**src/rtl/signal_window_pkg.sv**
```systemverilog
// Shared types and helpers for the sliding-window sum block.
package signal_window_pkg;

    localparam int unsigned MAX_LOG2_DEPTH = 8;

    typedef enum logic [0:0] {
        StFill,
        StRun
    } state_e;

    // The sum of 2**log2_depth samples of width bits needs log2_depth extra bits.
    function automatic int unsigned out_width(int unsigned width, int unsigned log2_depth);
        return width + log2_depth;
    endfunction

endpackage

```
**src/rtl/signal_window_buf.sv**
```systemverilog
// N x WIDTH circular sample store; rd_data_o is the oldest entry, at the write pointer.
module signal_window_buf #(
    parameter int unsigned WIDTH      = 32,
    parameter int unsigned LOG2_DEPTH = 3
) (
    input  logic             clk_i,
    input  logic             rst_i,
    input  logic             wr_en_i,
    input  logic [WIDTH-1:0] wr_data_i,
    output logic [WIDTH-1:0] rd_data_o
);

    localparam int unsigned DEPTH = 2 ** LOG2_DEPTH;

    logic [WIDTH-1:0]      mem_q [DEPTH];
    logic [LOG2_DEPTH-1:0] ptr_q;
    logic [LOG2_DEPTH-1:0] ptr_d;

    always_comb begin
        ptr_d = ptr_q;
        if (wr_en_i) begin
            ptr_d = (ptr_q == LOG2_DEPTH'(DEPTH - 1)) ? '0 : ptr_q + 1'b1;
        end
    end

    always_ff @(posedge clk_i) begin
        if (rst_i) begin
            ptr_q <= '0;
        end else begin
            ptr_q <= ptr_d;
        end
    end

    // Contents are left unreset; the fill count in the parent masks stale entries.
    always_ff @(posedge clk_i) begin
        if (wr_en_i) begin
            mem_q[ptr_q] <= wr_data_i;
        end
    end

    assign rd_data_o = mem_q[ptr_q];

endmodule

```
**src/rtl/signal_window_sum.sv**
```systemverilog
// Sliding-window sum of the last 2**LOG2_DEPTH valid samples, one result per valid beat.
// Define SIGNAL_WINDOW_AVG_EN to output the truncating average instead of the raw sum.
module signal_window_sum
    import signal_window_pkg::*;
#(
    parameter  int unsigned WIDTH      = 32,
    parameter  int unsigned LOG2_DEPTH = 3,
    localparam int unsigned OUT_WIDTH  = out_width(WIDTH, LOG2_DEPTH)
) (
    input  logic                 CLK,
    input  logic                 RESET,
    input  logic [WIDTH-1:0]     IN_VALUE,
    input  logic                 IN_VALID,
    output logic [OUT_WIDTH-1:0] OUT_VALUE,
    output logic                 OUT_VALID
);

    localparam int unsigned DEPTH = 2 ** LOG2_DEPTH;
    localparam int unsigned CNT_W = LOG2_DEPTH + 1;

    if (LOG2_DEPTH < 1 || LOG2_DEPTH > MAX_LOG2_DEPTH) begin : g_bad_depth
        $error("signal_window_sum: LOG2_DEPTH out of range");
    end

    state_e               state_q;
    logic [CNT_W-1:0]     count_q;
    logic [OUT_WIDTH-1:0] sum_q;
    logic [OUT_WIDTH-1:0] sum_d;
    logic [OUT_WIDTH-1:0] out_value_q;
    logic [OUT_WIDTH-1:0] out_value_d;
    logic                 out_valid_q;
    logic [WIDTH-1:0]     oldest;
    logic                 buf_wr_en;

    assign buf_wr_en = IN_VALID & ~RESET;

    signal_window_buf #(
        .WIDTH      (WIDTH),
        .LOG2_DEPTH (LOG2_DEPTH)
    ) u_buf (
        .clk_i     (CLK),
        .rst_i     (RESET),
        .wr_en_i   (buf_wr_en),
        .wr_data_i (IN_VALUE),
        .rd_data_o (oldest)
    );

    // Oldest is only subtracted once the window is full, so it is always part of sum_q.
    always_comb begin
        sum_d = sum_q + OUT_WIDTH'(IN_VALUE);
        if (state_q == StRun) begin
            sum_d = sum_d - OUT_WIDTH'(oldest);
        end
    end

`ifdef SIGNAL_WINDOW_AVG_EN
    always_comb begin
        out_value_d = sum_d >> LOG2_DEPTH;
    end
`else
    always_comb begin
        out_value_d = sum_d;
    end
`endif

    always_ff @(posedge CLK) begin
        if (RESET) begin
            state_q     <= StFill;
            count_q     <= '0;
            sum_q       <= '0;
            out_value_q <= '0;
            out_valid_q <= 1'b0;
        end else begin
            out_valid_q <= 1'b0;
            if (IN_VALID) begin
                sum_q <= sum_d;
                unique case (state_q)
                    StFill: begin
                        count_q <= count_q + 1'b1;
                        if (count_q == CNT_W'(DEPTH - 1)) begin
                            state_q     <= StRun;
                            out_valid_q <= 1'b1;
                            out_value_q <= out_value_d;
                        end
                    end
                    StRun: begin
                        out_valid_q <= 1'b1;
                        out_value_q <= out_value_d;
                    end
                    default: begin
                        state_q <= StFill;
                    end
                endcase
            end
        end
    end

    assign OUT_VALUE = out_value_q;
    assign OUT_VALID = out_valid_q;

endmodule
```
**config.mk**
```make
export PLATFORM = sky130hd
export DESIGN_NAME = signal_window_sum
export DESIGN_NICKNAME = d
export VERILOG_FILES = /design/src/rtl/signal_window_pkg.sv /design/src/rtl/signal_window_buf.sv /design/src/rtl/signal_window_sum.sv
export SDC_FILE = /design/constraint.sdc
export NUM_CORES = 1
export LEC_CHECK = 0
export ABC_AREA = 1
export CORE_ASPECT_RATIO = 0.8
export CORE_MARGIN = 8
export CORE_UTILIZATION = 45
export DETAILED_ROUTE_END_ITERATION = 10
export GPL_ROUTABILITY_DRIVEN = 0
export GPL_TIMING_DRIVEN = 0
export PLACE_DENSITY = 0.71
export SLEW_MARGIN = 20
export SYNTH_ARGS = -nofsm -noshare
export SYNTH_HDL_FRONTEND = slang
export SYNTH_SLANG_ARGS = --single-unit
```
**constraint.sdc**
```tcl
create_clock -name CLK -period 3.8 [get_ports CLK]
set_input_delay 0.76 -clock CLK [delete_from_list [all_inputs] [get_ports CLK]]
set_output_delay 0.76 -clock CLK [all_outputs]
set_load 0.01 [all_outputs]
```
==> results of run 1 <==
## worst paths after layout
| check | start | end | slack, ns | cells after the start |
|---|---|---|---|---|
| max reg2reg | flip-flop | OUT_VALUE[34] | 0.07 | 22 |
| min | count_q[3] | count_q[3] | 0.47 | 2 |
| max | IN_VALUE[0] | sum_q[31] | 0.05 | 22 |
| min reg2reg | count_q[3] | count_q[3] | 0.47 | 2 |
## registers in the layout, indices dropped and copies added, names as in the netlist, named ones only
| name | count |
|---|---|
| sum_q | 35 |
| OUT_VALUE | 35 |
| u_buf.mem_q | 256 |
| count_q | 4 |
| state_q | 1 |
| OUT_VALID | 1 |
| u_buf.ptr_q | 3 |
## layout make-up
cell class	instances	area share (%)
flip-flops and latches	338	44.06
multi-input cells	1323	36.97
clock buffers	53	4.885
repair buffers	108	4.725
inverters	199	3.526
well taps	495	2.924
plain buffers	75	2.197
clock inverters	11	0.7147
## metal layers
metal / wire length (um) / up-vias / global-route usage (%)
li1: - / 6906 / -
met1: 23020 / 7072 / 32.43
met2: 23360 / 808 / 35.09
met3: 5876 / 142 / 5.162
met4: 2069 / 2 / 9.074
met5: 13 / - / 0
## cells in the final DEF, fill, tap and decap left out, types with 17 or more instances in the layout
| cell | count |
|---|---|
| nor2_1 | 314 |
| nand2_1 | 282 |
| edfxtp_1 | 256 |
| o21ai_0 | 200 |
| inv_1 | 190 |
| dfxtp_1 | 80 |
| nand3_1 | 79 |
| a21oi_1 | 44 |
| clkdlybuf4s50_1 | 43 |
| clkbuf_16 | 36 |
| clkbuf_1 | 34 |
| buf_4 | 34 |
| o22ai_1 | 34 |
| nand2_2 | 34 |
| o21ai_1 | 34 |
| ha_1 | 34 |
| clkbuf_2 | 28 |
| o221ai_1 | 24 |
| nand3_2 | 24 |
| ha_4 | 23 |
| xnor2_1 | 20 |
| a21oi_2 | 19 |
| buf_2 | 17 |
## where the power goes
part | switching [mW] | internal [mW] | total [mW] | leakage, nW
clock network | 1.45 | 2.10 | 3.55 | 0.581
logic | 2.36 | 1.32 | 3.68 | 5.06
registers | 0.0638 | 4.07 | 4.13 | 2.99
total | 3.87 | 7.49 | 11.4 | 8.63
## per-stage QoR
stage / area [um2] / std cells / total power [mW] / setup WS (ns)
5_1_grt: 21180 / 2602 / 11.85 / -0.1734
3_5_place_dp: 18960 / 2510 / 7.095 / -1.627
6_report: 21180 / 2602 / 11.36 / 0.05390
3_3_place_gp: 18720 / 2502 / 7.008 / -1.648
2_1_floorplan: 17400 / 1937 / 6.274 / 0.002267
4_1_cts: 20650 / 2582 / 10.87 / 0.02076
## worst max-delay path, delay by kind of cell
family	cells	cell delay (ns)
simple gates	13	1.35
fa+ha+maj	3	0.95
buf+inv	3	0.37
compound gates	2	0.49
xor+xnor	1	0.23
## logic make-up after synthesis
| kind of cell | after synthesis | share of synthesized area (%) |
|---|---|---|
| and+or+nand+nor | 798 | 19.49 |
| xor gates and xnor gates | 42 | 2.201 |
| adders and majority gates | 65 | 4.762 |
| DFF | 338 | 53.63 |
| AOI/OAI and AO/OA | 418 | 13.77 |
| buffers and inverters | 276 | 6.150 |
## what timing repair did
action	in CTS	in global routing
hold endpoints to repair	0	0
resized for setup	175	198
setup buffers	10	20
hold buffers	0	0
endpoints found under the setup margin	60	48
pin swaps	17	53
==> flow_summary.yaml, run 1 <==
sta:
  finalCritPeriodShare_pct: 98.58
  hold_viol: 0
  period_needed_ns: 3.746
  grt_setup_unrepaired: "true"
  fin_setup_tns_ns: 0
  fmax_mhz: 266.9
  skew_ns: 0.01849
  slew_headroom_pct: 37.27
  tightest_slew_ns: 0.9409
  setup_violations: 0
  timing.hold.ws_ns: 0.4746
  slew_viol_final: 0
critical_path:
  criticalPathCategory: "input port to flip-flop"
  endpoint_kind: "flip-flop"
  cp_cell_sequence: "clkbuf_4 > ha_4 > fa_2 > buf_4 > nand3_1 > nand3_2 > xor2_2 > ha_1 > nand2_1 > o21ai_0 > a21o_1 > nand2_1 > nand2_2 > nand3_2 > nor2_1 > nor2_1 > nand2_1 > nand2_1 > nand3_2 > nand3_1 > nand2_1 > inv_1"
  critical-path-slowest-cell: "ha_1"
  startpoint_type: "input port"
  required_ns: 4.23
  crit_arrival_ns: 4.17
  max_stage_delay_ns: 0.39
  cp_max_fo: 9
  cp_common_cell: "nand2_1"
synthesis:
  avgSynthCellArea_um2: 8.981
  syn_inst: 1937
  yosysWarnings: 0
  synth_area_leader_cell: "edfxtp_1"
  synth_seq_cells: 338
  netlist_area_um2: 17400
  seq_area_frac_synth_pct: 53.63
  async_reset_ff_share_pct: 0
  synth_top_cell_area_share_pct: 44.19
  synth_area_leaders: "edfxtp_1 (44%), dfxtp_1 (9.4%), nor2_1 (7.2%)"
  synth_flop_cell: "edfxtp_1"
  netlist_top_cells_count: "nor2_1 (334), nand2_1 (298), edfxtp_1 (256)"
  synth_edf_count: 256
  synth_cell_types: 55
  synth.most_common_cell: "nor2_1"
  synth_nets: 2037
global_route:
  grt_pass1_vias: 14206
  grt_max_degree: 23
  antenna_found_initial: 1
  grt_usage_pct: 23.26
  overflow: 0
  grt_pass1_wl_um: 82100
clock_tree:
  cts_tree: "yes"
  ctsLongestPathBuffers: 3
  clk_latency_ns: 0.54
  cts-root-buf: "clkbuf_16"
  cts_max_level: 2
  numCtsBuffers: 35
  clock-sinks: 338
  path_clk_slew_ns: 0.06
finish:
  multiInputGateArea_um2: 7831
  fillers: 3225
  finalCoreUtilization_pct: 55.46
  syn2layout_area_growth_pct: 21.78
  seq_area_um2: 9334
  antenna_cells: 0
  layout.nets: 2180
  layout-drive-gt1-share_pct: 17.23
route:
  drtAntennaViolNets: 0
  wl_per_cell_um: 20.88
  dr.pass1.iters: 5
  routed_wl_um: 54340
  drc_errors: 0
  viasPerCell: 5.738
  drt-initial-drc-count: 1944
  vias: 14930
power:
  pwr_density_cell_nw_per_um2: 536.3
  leakagePower_nw: 8.627
  vdd_drop_max_v: 0.0003547
floorplanning:
  core_area_um2: 38200
  die_y_um: 191.9
  die_w_um: 235.8
  start_util_pct: 45.54
  placementRows: 64
  ios: 71
  die_area_um2: 45240
placement:
  dp_hpwl_um: 38590
  portBuffers: 70
run:
  drv_cap: 0
outcome:
  status: "completed"
worst_hold_path:
  hp-class: "flip-flop to flip-flop"
No activity file was read; power rests on OpenSTA's default activity.
==> inputs of run 2 (changes only) <==
Settings changed: TNS_END_PERCENT set to 30.
==> run 2 against run 1 <==
Net effect: clock power about the same; combinational power about the same; hold slack got worse by 0.00077 ns; sequential power about the same; non-clock buffer count increased by 1; die area unchanged; design area about the same; sequential cell count unchanged; critical path type is now flip-flop to flip-flop; critical endpoint is now sum_q[26]; largest cell class unchanged; largest power group unchanged.
==> flow_summary.yaml, run 2 (synthesis gave the netlist of run 1 again) <==
route:
  drt-initial-drc-count: 2044
  routed_wl_um: 54450
  vias: 15039
  dr.pass1.iters: 6
  drtAntennaViolNets: 0
  viasPerCell: 5.778
  drc_errors: 0
  wl_per_cell_um: 20.92
sta:
  fmax_mhz: 265.1
  tightest_slew_ns: 0.9670
  setup_violations: 0
  grt_setup_unrepaired: "true"
  slew_viol_final: 0
  hold_viol: 0
  slew_headroom_pct: 35.53
  fin_setup_tns_ns: 0
  skew_ns: 0.01964
  period_needed_ns: 3.773
  timing.hold.ws_ns: 0.4738
  finalCritPeriodShare_pct: 99.29
clock_tree:
  numCtsBuffers: 35
  clk_latency_ns: 0.54
  clock-sinks: 338
  cts_hold_buffers: 0
  cts_max_level: 2
  ctsLongestPathBuffers: 3
  cts_tree: "yes"
  cts-root-buf: "clkbuf_16"
  path_clk_slew_ns: 0.06
floorplanning:
  start_util_pct: 45.54
  placementRows: 64
  die_y_um: 191.9
  die_area_um2: 45240
  ios: 71
  core_area_um2: 38200
  die_w_um: 235.8
finish:
  layout.nets: 2181
  largest-register: "u_buf.mem_q"
  finalInstanceArea_um2: 21190
  final_cell_mix: "nor2_1 (314), nand2_1 (282), edfxtp_1 (256), o21ai_0 (200), inv_1 (190)"
  largest_reg_flops: 256
  syn2layout_area_growth_pct: 21.84
  final_common_cell: "nor2_1"
  layout-drive-gt1-share_pct: 17.31
  antenna_cells: 0
power:
  leakagePower_nw: 8.630
  finalPower_mw: 11.38
  pwr_density_cell_nw_per_um2: 536.8
  vdd_drop_max_v: 0.0003519
critical_path:
  crit_arrival_ns: 4.20
  cp_max_fo: 19
  criticalPathCategory: "flip-flop to flip-flop"
  startpoint_type: "flip-flop"
  required_ns: 4.23
  endpoint_kind: "flip-flop"
outcome:
  status: "completed"
placement:
  placed_cell_area_um2: 18960
  dp_hpwl_um: 38590
  portBuffers: 70
run:
  drv_cap: 0
global_route:
  grt_pass1_vias: 14206
  antenna_found_initial: 1
  grt_max_degree: 23
  grt_usage_pct: 23.26
  grt_pass1_wl_um: 82100
  overflow: 0
worst_hold_path:
  hp-class: "flip-flop to flip-flop"
[run 2: cell count changes in the layout (fill, tap and decap cells not counted)]
cell / previous run / this run
ha_2: 6 / 7
ha_1: 34 / 33
buf_4: 34 / 35
[run 2: worst max-delay path: stages, from the launching register on]
cell	delay, ns
dfxtp_4	0.36
inv_2	0.07
buf_8	0.19
buf_8	0.17
clkbuf_8	0.19
nor2_1	0.05
o221ai_1	0.22
o21ai_2	0.13
ha_1	0.40
nand2_1	0.13
o21ai_2	0.16
nand2_2	0.11
a21oi_4	0.22
nand3_2	0.10
nand2_2	0.11
nand4_1	0.25
nand3_2	0.19
nand3_2	0.12
nand2_2	0.08
nand2_1	0.05
nand3_1	0.10
nand3_1	0.12
nand2_1	0.08
inv_1	0.04
[run 2: per-layer routing]
layer	GRT usage [%]	vias up	wire, um
met5	0	-	13
met4	9.074	2	2067
met3	5.162	145	5895
met2	35.09	867	23570
met1	32.43	7117	22910
li1	-	6908	-
[run 2: area by class of cell]
type,instances,area (um2)
sequential,338,9334
fill,3225,17000
inverter,199,747.0
tap,495,619.3
buffer,75,465.4
multi-input combinational,1323,7834
clock inverter,11,151.4
timing repair buffer,109,1008
clock buffer,53,1035
[run 2: worst paths after layout]
path	cells after the start	from	slack [ns]	end
worst max register to register	23	flip-flop	0.03	sum_q[26]
worst min register to register	2	count_q[3]	0.47	count_q[3]
worst min-delay path	2	count_q[3]	0.47	count_q[3]
worst max-delay path	23	flip-flop	0.03	sum_q[26]
[run 2: timing repair]
| item | CTS | global route |
|---|---|---|
| gates resized for setup | 173 | 201 |
| setup buffers | 10 | 21 |
| pin swaps | 17 | 54 |
| setup endpoints to repair | 60 | 50 |
[run 2: power breakdown]
| part | internal (mW) | switching [mW] |
|---|---|---|
| registers | 4.07 | 0.0636 |
| logic | 1.33 | 2.38 |
| clock network | 2.10 | 1.44 |
| total | 7.49 | 3.89 |
[run 2: stage by stage]
step | worst slack [ns] | std cells | utilization, %
floorplan | 0.002267 | 1937 | -
global placement | -1.648 | 2502 | 49.01
detailed placement | -1.627 | 2510 | 49.64
CTS | -0.001467 | 2582 | 54.05
finish | 0.02713 | 2603 | 55.49
global route | -0.1529 | 2603 | 55.49
==> inputs of run 3 (changes only) <==
Clock period 3.8 ns to 3.3 ns, I/O delays scaled along.
==> run 3 against run 2 <==
Net effect: the run now ends with setup timing left; clock power rose by 18%; sequential power rose by 15%; non-clock buffer count rose by 40; total power rose by 24%; design area rose by 6.6%; fmax rose by 1.5%; highest routed layer unchanged.
==> flow_summary.yaml, run 3 (synthesis gave the netlist of run 1 again) <==
outcome:
  status: "complete, but fails checks"
  violations: "setup timing"
placement:
  portBuffers: 70
  pre_cts_slack_ns: -1.771
  dp_hpwl_um: 38720
global_route:
  grt_usage_pct: 24.01
  grt_pass1_vias: 15024
  overflow: 0
  grt_max_degree: 23
  antenna_found_initial: 1
  grt_pass1_wl_um: 84970
sta:
  setup_violations: 54
  fmax_mhz: 269.0
  hold_viol: 0
  tightest_slew_ns: 0.8655
  finalCritPeriodShare_pct: 112.7
  slew_viol_final: 0
  slew_headroom_pct: 42.30
  period_needed_ns: 3.718
  setup_slack_ns: -0.4180
  skew_ns: 0.02523
  grt_setup_unrepaired: "true"
finish:
  final_common_cell: "nor2_1"
  syn2layout_area_growth_pct: 29.88
  layout.nets: 2221
  seq_area_um2: 9346
  antenna_cells: 0
  largest-register: "u_buf.mem_q"
  layout-drive-gt1-share_pct: 24.72
  final_cell_mix: "nor2_1 (306), edfxtp_1 (256), nand2_1 (255), inv_1 (186), o21ai_0 (164)"
  multiInputGateArea_um2: 8610
  largest_reg_flops: 256
  finalCoreUtilization_pct: 59.15
  fillers: 3016
route:
  drt-initial-drc-count: 1954
  viasPerCell: 5.945
  drtAntennaViolNets: 0
  vias: 15713
  dr.pass1.iters: 6
  routed_wl_um: 58500
  drc_errors: 0
  wl_per_cell_um: 22.14
power:
  pwr_density_cell_nw_per_um2: 622.9
  leakagePower_nw: 9.053
  vdd_drop_max_v: 0.0005270
run:
  drv_cap: 0
floorplanning:
  die_y_um: 191.9
  die_area_um2: 45240
  placementRows: 64
  core_area_um2: 38200
  die_w_um: 235.8
  ios: 71
  start_util_pct: 45.54
critical_path:
  endpoint_kind: "flip-flop"
  cp_top_family: "simple AND/OR/NAND/NOR gates"
  cp_common_cell: "nand3_2"
  cp_cell_sequence: "inv_6 > buf_12 > clkbuf_2 > nor2_1 > o22ai_1 > o21ai_1 > ha_4 > a21oi_2 > o21ai_0 > a21oi_1 > nand2_2 > nand4_1 > nand3_2 > nand3_2 > nand4_1 > nand3_4 > nand3_2 > nand2_1 > inv_1"
  cp_max_fo: 10
  critical-path-slowest-cell: "o21ai_1"
  required_ns: 3.74
  crit_arrival_ns: 4.16
  path_buf_inv: 4
  max_stage_delay_ns: 0.56
  startpoint_type: "flip-flop"
  criticalPathCategory: "flip-flop to flip-flop"
clock_tree:
  cts_tree: "yes"
  numCtsBuffers: 35
  ctsLongestPathBuffers: 3
  clk_latency_ns: 0.55
  cts_max_level: 2
  cts-root-buf: "clkbuf_16"
  clock-sinks: 338
  path_clk_slew_ns: 0.07
worst_hold_path:
  hp-class: "input port to flip-flop"
  hp-start: "IN_VALUE[3]"
run 3: cell count changes in the layout (fill, tap and decap cells not counted), moves of 9 or more:
cell,delta
nand2_1,-27
o21ai_0,-36
o21ai_1,+19
nand3_1,-22
o21ai_2,+12
nand3_2,+17
nand2_2,+22
clkbuf_2,-23
ha_4,+13
ha_1,-10
nor2_2,+9
buf_4,+34
a21oi_2,+9
a21oi_1,-12
run 3: worst reg2reg max path, cell delays in order (launching register included):
cell and delay, ns:
dfxtp_4 0.39, inv_6 0.04, buf_12 0.13, clkbuf_2 0.27
nor2_1 0.16, o22ai_1 0.14, o21ai_1 0.56, ha_4 0.33
a21oi_2 0.19, o21ai_0 0.11, a21oi_1 0.16, nand2_2 0.11
nand4_1 0.21, nand3_2 0.17, nand3_2 0.14, nand4_1 0.15
nand3_4 0.14, nand3_2 0.10, nand2_1 0.08, inv_1 0.04
run 3: where the power goes:
group | switching [mW] | leakage (nW) | total [mW] | internal [mW]
registers | 0.0765 | 2.99 | 4.76 | 4.68
clock network | 1.73 | 0.577 | 4.16 | 2.43
logic | 3.15 | 5.49 | 5.16 | 2.01
run 3: worst paths after layout:
kind	endpoint	slack, ns	depth (start not counted)
worst max-delay path	OUT_VALUE[26]	-0.42	19
worst max register to register	OUT_VALUE[26]	-0.42	19
worst min register to register	count_q[3]	0.48	2
worst min-delay path	u_buf.mem_q[6][3]	0.43	1
run 3: routing by layer:
| metal | GRT usage [%] | up-vias | part of all wire (%) |
|---|---|---|---|
| li1 | - | 6996 | - |
| met1 | 32.20 | 7469 | 40 |
| met2 | 37.54 | 1014 | 44 |
| met3 | 5.205 | 232 | 11 |
| met4 | 10.05 | 2 | 5.0 |
| met5 | 0 | - | 0.022 |
run 3: repair_timing:
item / CTS / global route
setup endpoints to repair: 68 / 58
pin swaps: 54 / 76
setup buffers: 46 / 24
gates resized for setup: 399 / 189
hold buffers: 0 / 0
hold endpoints to repair: 0 / 0
cloned: 1 / 0
run 3: area by class of cell:
class | instances | area share (%)
buffer | 75 | 2.946
clock buffer | 44 | 4.165
clock inverter | 20 | 1.063
inverter | 199 | 3.339
multi-input combinational | 1323 | 38.11
sequential | 338 | 41.37
tap | 495 | 2.741
timing repair buffer | 149 | 6.269
run 3: through the flow:
stage / cells / power [mW] / cell area [um2] / hold slack (ns) / setup TNS (ns)
after global routing: 2643 / 14.57 / 22590 / 0.4230 / -15.54
after detailed placement: 2510 / 8.186 / 19020 / 0.4640 / -107.94
final: 2643 / 14.07 / 22590 / 0.4263 / -10.91
after CTS: 2619 / 13.09 / 21700 / 0.4260 / -4.228
after global placement: 2502 / 8.088 / 18750 / 0.4560 / -563.79
after floorplan: 1937 / 7.242 / 17430 / 0.4434 / -4.721
